### src/rtl/roi_scan_pkg.sv
// roi_scan_pkg: shared types and constants for the ROI scan driver.
// Optional CRC hardware is enabled with the ROI_SCAN_CRC_EN macro.
package roi_scan_pkg;

    typedef enum logic [2:0] {
        IDLE   = 3'd0,
        SHIFT  = 3'd1,
        LOAD   = 3'd2,
        SETTLE = 3'd3,
        CAPT   = 3'd4,
        UNLOAD = 3'd5,
        DONE   = 3'd6
    } roi_state_e;

    localparam logic [15:0] CRC16_POLY = 16'h1021;
    localparam logic [15:0] CRC16_INIT = 16'hFFFF;

    // Largest of three widths/counts, used to size the shared phase counter.
    function automatic int max3(input int a, input int b, input int c);
        int m;
        m = (a > b) ? a : b;
        return (m > c) ? m : c;
    endfunction

    // One MSB-first CRC-16-CCITT step for a single input bit.
    function automatic logic [15:0] crc16_step(input logic [15:0] c, input logic b);
        logic fb;
        fb = c[15] ^ b;
        return {c[14:0], 1'b0} ^ (fb ? CRC16_POLY : 16'h0000);
    endfunction

endpackage

### src/rtl/roi_scan_if.sv
// roi_scan_if: serial connection between the scan driver and the ROI
// harness shift chain (di in, do out, stb load/capture strobe).
interface roi_scan_if;
    logic di;
    logic stb;
    logic do_in;

    modport master (output di, output stb, input do_in);
    modport slave  (input di, input stb, output do_in);
endinterface

### src/rtl/roi_scan_crc16.sv
// roi_scan_crc16: serial CRC-16-CCITT, one bit per enabled cycle, MSB first.
// Only instantiated by the driver when ROI_SCAN_CRC_EN is defined.
module roi_scan_crc16
    import roi_scan_pkg::*;
(
    input  logic        clk,
    input  logic        rst_n,
    input  logic        init,
    input  logic        en,
    input  logic        bit_in,
    output logic [15:0] crc
);

    logic [15:0] crc_q;

    // Re-seed on init, otherwise fold in one bit whenever en is high.
    always_ff @(posedge clk) begin
        if (!rst_n) begin
            crc_q <= CRC16_INIT;
        end else if (init) begin
            crc_q <= CRC16_INIT;
        end else if (en) begin
            crc_q <= crc16_step(crc_q, bit_in);
        end
    end

    assign crc = crc_q;

endmodule

### src/rtl/roi_scan_driver.sv
// roi_scan_driver: shifts a stimulus into the ROI harness, strobes load,
// waits SETTLE_CYC cycles, strobes capture and shifts the response back.
// Define ROI_SCAN_CRC_EN to add a CRC-16 over the unloaded response bits.
module roi_scan_driver
    import roi_scan_pkg::*;
#(
    parameter int DIN_N      = 256,
    parameter int DOUT_N     = 256,
    parameter int SETTLE_CYC = 4
) (
    input  logic              clk,
    input  logic              rst_n,
    input  logic              start,
    input  logic [DIN_N-1:0]  load_data,
    roi_scan_if.master        scan,
    output logic              busy,
    output logic              done,
    output logic [DOUT_N-1:0] capture_data,
    output logic [15:0]       crc
);

    localparam int CNT_W = $clog2(max3(DIN_N, DOUT_N, SETTLE_CYC) + 1);

    localparam logic [2:0] ST_IDLE   = IDLE;
    localparam logic [2:0] ST_SHIFT  = SHIFT;
    localparam logic [2:0] ST_LOAD   = LOAD;
    localparam logic [2:0] ST_SETTLE = SETTLE;
    localparam logic [2:0] ST_CAPT   = CAPT;
    localparam logic [2:0] ST_UNLOAD = UNLOAD;
    localparam logic [2:0] ST_DONE   = DONE;

    localparam logic [CNT_W-1:0] SHIFT_LAST  = CNT_W'(DIN_N - 1);
    localparam logic [CNT_W-1:0] SETTLE_LAST = CNT_W'(SETTLE_CYC - 1);
    localparam logic [CNT_W-1:0] UNLOAD_LAST = CNT_W'(DOUT_N - 1);

    logic [2:0]        state_q, state_d;
    logic [CNT_W-1:0]  cnt_q, cnt_d;
    logic [DIN_N-1:0]  din_q, din_d;
    logic [DOUT_N-1:0] sr_q, sr_d;
    logic              di_q, di_d;
    logic              stb_q, busy_q, done_q;
    logic [DOUT_N-1:0] cap_q;

    // Next-state logic: the stimulus register shifts left so its MSB is always
    // the bit to drive, and the response register shifts do_in in at the LSB.
    always_comb begin
        state_d = state_q;
        cnt_d   = cnt_q;
        din_d   = din_q;
        sr_d    = sr_q;
        case (state_q)
            ST_IDLE: begin
                if (start) begin
                    state_d = ST_SHIFT;
                    cnt_d   = '0;
                    din_d   = load_data;
                end
            end
            ST_SHIFT: begin
                din_d = din_q << 1;
                if (cnt_q == SHIFT_LAST) begin
                    state_d = ST_LOAD;
                    cnt_d   = '0;
                end else begin
                    cnt_d = cnt_q + CNT_W'(1);
                end
            end
            ST_LOAD: begin
                state_d = ST_SETTLE;
                cnt_d   = '0;
            end
            ST_SETTLE: begin
                if (cnt_q == SETTLE_LAST) begin
                    state_d = ST_CAPT;
                    cnt_d   = '0;
                end else begin
                    cnt_d = cnt_q + CNT_W'(1);
                end
            end
            ST_CAPT: begin
                state_d = ST_UNLOAD;
                cnt_d   = '0;
            end
            ST_UNLOAD: begin
                sr_d = (sr_q << 1) | {{(DOUT_N-1){1'b0}}, scan.do_in};
                if (cnt_q == UNLOAD_LAST) begin
                    state_d = ST_DONE;
                    cnt_d   = '0;
                end else begin
                    cnt_d = cnt_q + CNT_W'(1);
                end
            end
            ST_DONE: begin
                state_d = ST_IDLE;
                cnt_d   = '0;
            end
            default: begin
                state_d = ST_IDLE;
                cnt_d   = '0;
            end
        endcase
        di_d = (state_d == ST_SHIFT) ? din_d[DIN_N-1] : 1'b0;
    end

    // State and registered outputs, all decoded from the next state so each
    // output lines up with the cycle its state is actually occupied.
    always_ff @(posedge clk) begin
        if (!rst_n) begin
            state_q <= ST_IDLE;
            cnt_q   <= '0;
            din_q   <= '0;
            sr_q    <= '0;
            di_q    <= 1'b0;
            stb_q   <= 1'b0;
            busy_q  <= 1'b0;
            done_q  <= 1'b0;
            cap_q   <= '0;
        end else begin
            state_q <= state_d;
            cnt_q   <= cnt_d;
            din_q   <= din_d;
            sr_q    <= sr_d;
            di_q    <= di_d;
            stb_q   <= (state_d == ST_LOAD) || (state_d == ST_CAPT);
            busy_q  <= (state_d != ST_IDLE);
            done_q  <= (state_d == ST_DONE);
            if (state_d == ST_DONE) begin
                cap_q <= sr_d;
            end
        end
    end

    assign scan.di      = di_q;
    assign scan.stb     = stb_q;
    assign busy         = busy_q;
    assign done         = done_q;
    assign capture_data = cap_q;

`ifdef ROI_SCAN_CRC_EN
    logic crc_init;
    logic crc_en;

    assign crc_init = (state_q == ST_IDLE) && start;
    assign crc_en   = (state_q == ST_UNLOAD);

    roi_scan_crc16 u_crc (
        .clk    (clk),
        .rst_n  (rst_n),
        .init   (crc_init),
        .en     (crc_en),
        .bit_in (scan.do_in),
        .crc    (crc)
    );
`else
    assign crc = 16'h0000;
`endif

endmodule

### src/flat_wrapper.sv
// flat-port wrapper written by rule: the top's interface ports become plain ports
module roi_scan_driver_flat import roi_scan_pkg::*;
#(
    parameter int DIN_N      = 256,
    parameter int DOUT_N     = 256,
    parameter int SETTLE_CYC = 4
)
  (clk, rst_n, start, load_data, busy, done, capture_data, crc, scan_di, scan_stb, scan_do_in);
  roi_scan_if scan_i ();
  input  logic clk;
  input  logic rst_n;
  input  logic start;
  input  logic [DIN_N-1:0] load_data;
  output logic busy;
  output logic done;
  output logic [DOUT_N-1:0] capture_data;
  output logic [15:0] crc;
  output wire logic [$bits(scan_i.di)-1:0] scan_di;
  output wire logic [$bits(scan_i.stb)-1:0] scan_stb;
  input wire logic [$bits(scan_i.do_in)-1:0] scan_do_in;
  assign scan_di = scan_i.di;
  assign scan_stb = scan_i.stb;
  assign scan_i.do_in = scan_do_in;
  roi_scan_driver #(.DIN_N(DIN_N), .DOUT_N(DOUT_N), .SETTLE_CYC(SETTLE_CYC)) u_core (.clk(clk), .rst_n(rst_n), .start(start), .load_data(load_data), .scan(scan_i), .busy(busy), .done(done), .capture_data(capture_data), .crc(crc));
endmodule
### config.mk
export PLATFORM = sky130hd
export DESIGN_NAME = roi_scan_driver_flat
export DESIGN_NICKNAME = d
export VERILOG_FILES = /design/src/rtl/roi_scan_pkg.sv /design/src/rtl/roi_scan_if.sv /design/src/rtl/roi_scan_crc16.sv /design/src/rtl/roi_scan_driver.sv /design/src/flat_wrapper.sv
export SDC_FILE = /design/constraint.sdc
export NUM_CORES = 1
export LEC_CHECK = 0
export ABC_AREA = 1
export BUFFER_PORTS_ARGS = -buffer_cell sky130_fd_sc_hd__buf_2
export CORE_ASPECT_RATIO = 1.1
export CORE_MARGIN = 2
export CORE_UTILIZATION = 57
export DETAILED_ROUTE_END_ITERATION = 8
export PLACE_DENSITY = 0.81
export SETUP_SLACK_MARGIN = 0.3
export SLEW_MARGIN = 10
export SYNTH_ARGS = -nofsm -noshare
export SYNTH_HDL_FRONTEND = slang
export SYNTH_SLANG_ARGS = --single-unit
### constraint.sdc
create_clock -name clk -period 4.4 [get_ports clk]
set_input_delay 0.44 -clock clk [delete_from_list [all_inputs] [get_ports clk]]
set_output_delay 0.44 -clock clk [all_outputs]
set_load 0.02 [all_outputs]
==> results.toml <==
[die]
num_rows = 88
die_area_sq_um = 54390
start_util_pct = 57.38
io-pin-count = 536
die_y_um = 244.4
die_w_um = 222.5
core_sq_um = 52190

[synth]
synth-simple-area-share_pct = 24.93
synth-adder-area-share_pct = 0.1253
yosysUniqueCellTypes = 25
synth_top_family_by_area = "simple AND/OR/NAND/NOR gates"
avgSynthCellArea_sq_um = 7.372
yosysSeqAreaShare_pct = 52.41
syn_area_sq_um = 29950
synth_edf_count = 0
synth_area_leaders = "dfxtp_1 52%, nand2_1 17%, a31oi_1 5.3%"
yosysTopAreaCell = "dfxtp_1"
synth_top_area_share_pct = 52.41
muxShareOfSynthArea_pct = 0
synth-compound-area-share_pct = 14.11
synth_cells = 4062
async_flop_share_pct = 0
ys_ff_latch = 784
synth.top_cells.by_count = "1320 x nand2_1, 784 x dfxtp_1, 277 x nand3_1"
ys.flop_type = "dfxtp_1"
synth-xor-area-share_pct = 0
synth_most_common_cell = "nand2_1"
yosys_warnings = 0

[placed_design]
portBuffers = 519
dp_slack_ns = 1.443
place_congestion = 0.8421
place_inst = 4978
hpwl_um = 47670

[pwr]
powerDensity_nw_per_um2 = 427.1
p_total_uw = 15020
ir_drop_mv = 0.3442
leakage_uw = 0.01540

[run]
maxCapViolations = 0

[clock_tree]
cts_root_buffer = "clkbuf_16"
clockBufferDepth = 3
post_cts_resize_count = 0
clock-sinks = 784
cts_tree = "built"
clock_latency_ns = 0.61
holdBufCountCts = 0
cts_max_level = 3
post-cts-setup-buffers = 0
cts_made_buffers = 77
clk_pin_slew_ns = 0.06

[timing]
timing.fmax_mhz = 325.7
tightest_slew_ns = 1.174
setup_viol = 0
whs_ns = 0.09563
max-slew-margin-rel_pct = 21.75
slew_viol_final = 0
fin_crit_sh_pct = 69.77
tns_ns = 0
finalWorstSetupSlack_ns = 1.330
rsz0062_at_grt = "false"
post-route-min-period_ns = 3.070
hold_viol_final = 0
skew_ns = 0.02255

[critical_path]
start_kind = "register"
crit_type = "reg -> reg"
cp-end-kind = "register"
cp.required_ns = 4.93
arrival_ns = 3.60
path_max_fanout = 133

[routing]
vias = 27421
finalWirelength_um = 78280
first_pass_iters = 6
via_per_inst = 5.346
wl_per_cell_um = 15.26
ant_nets = 0
drtIter0Drc = 2370
drc_errors = 0

[global_route]
grt_pass1_vias = 24810
grt_overflow_total = 0
grt_usage_pct = 27.72
grt_pass1_wl_um = 125000
grt_max_degree = 234
antenna_found_initial = 18

[layout]
nets = 4645
drive_above_1_share_pct = 16.98
area_growth_pct = 17.47
fin_cells = 5129

[hold_path]
min_path_type = "in -> reg"

[run_status]
status = "finished clean"
## registers in the layout, indices dropped and copies added, names as in the netlist
name	count
u_core.done	1
u_core.capture_data	256
u_core.busy	1
u_core.din_q	256
u_core.scan.stb	1
u_core.sr_q	256
u_core.cnt_q	9
u_core.state_q	3
u_core.scan.di	1
## layout make-up
| type | instances | area [sq um] |
|---|---|---|
| fill | 4287 | 17010 |
| clock buffer | 104 | 2211 |
| sequential | 784 | 15700 |
| clock inverter | 34 | 455.4 |
| timing repair buffer | 554 | 3042 |
| tap | 675 | 844.6 |
| multi-input combinational | 2680 | 11820 |
| antenna | 13 | 32.53 |
| inverter | 285 | 1077 |
## path summary, 6_finish.rpt
kind | start | endpoint | slack (ns) | cells after the start
setup / recovery | u_core.cnt_q[0]$_SDFFE_PN0P_ | u_core.capture_data[193]$_SDFFE_PN0N_ | 1.33 | 13
hold / removal | load_data[136] | u_core.din_q[136]$_SDFFE_PN0P_ | 0.1 | 3
setup reg to reg | u_core.cnt_q[0]$_SDFFE_PN0P_ | u_core.capture_data[193]$_SDFFE_PN0N_ | 1.33 | 13
hold reg to reg | u_core.din_q[0]$_SDFFE_PN0P_ | u_core.din_q[0]$_SDFFE_PN0P_ | 0.46 | 2
## report_power, final
| part | leakage, uW | internal, uW | switching (uW) | total, uW |
|---|---|---|---|---|
| sequential | 0.00635 | 7260 | 81.9 | 7340 |
| combinational | 0.00773 | 258 | 531 | 789 |
| clock | 0.00132 | 4130 | 2770 | 6890 |
## placed cells by master (no fill, tap or decap), drive strengths merged
| master | count |
|---|---|
| bufinv | 10 |
| a21oi | 264 |
| nor3 | 2 |
| nand2 | 1322 |
| ha | 3 |
| nand3b | 1 |
| nand4 | 3 |
| inv | 284 |
| nor2 | 274 |
| clkbuf | 104 |
| dfxtp | 784 |
| buf | 554 |
| conb | 16 |
| clkinv | 22 |
| clkinvlp | 3 |
| diode | 13 |
| a31oi | 254 |
| o21ai | 263 |
| nand3 | 278 |
## metal layers
layer / share of wire, % / global-route usage (%)
met2: 46 / 44.15
met5: 0.10 / 0
met3: 7.9 / 6.716
met1: 42 / 35.78
met4: 3.9 / 12.44
## kinds of logic (layout without fill, tap and decap cells)
group                    after synthesis  count (layout)
buffers and inverters                613             977
AND/OR/NAND/NOR                     1880            1880
AO/OA/AOI/OAI                        781             781
adder cells (fa/ha/maj)                3               3
other                                  1              29
flip-flops                           784             784
## through the flow
step	utilization [%]	instance area (sq um)
6_report	67.41	35180
3_5_place_dp	62.23	32480
4_1_cts	67.34	35150
5_1_grt	67.37	35160
2_1_floorplan	-	30000
3_3_place_gp	62.23	32480
## worst max-delay path: stages (launching register included)
cell and delay, ns:
dfxtp_1 0.36, ha_1 0.23, nand2_1 0.07, inv_1 0.09, nand4_1 0.10, nor2_1 0.15
nand2_1 0.09, inv_1 0.06, ha_1 0.17, nand2_1 0.12, nor2_4 0.58, buf_12 0.44
o21ai_0 0.19, a21oi_1 0.22
Note: power is estimated with default switching activity, not from simulation.
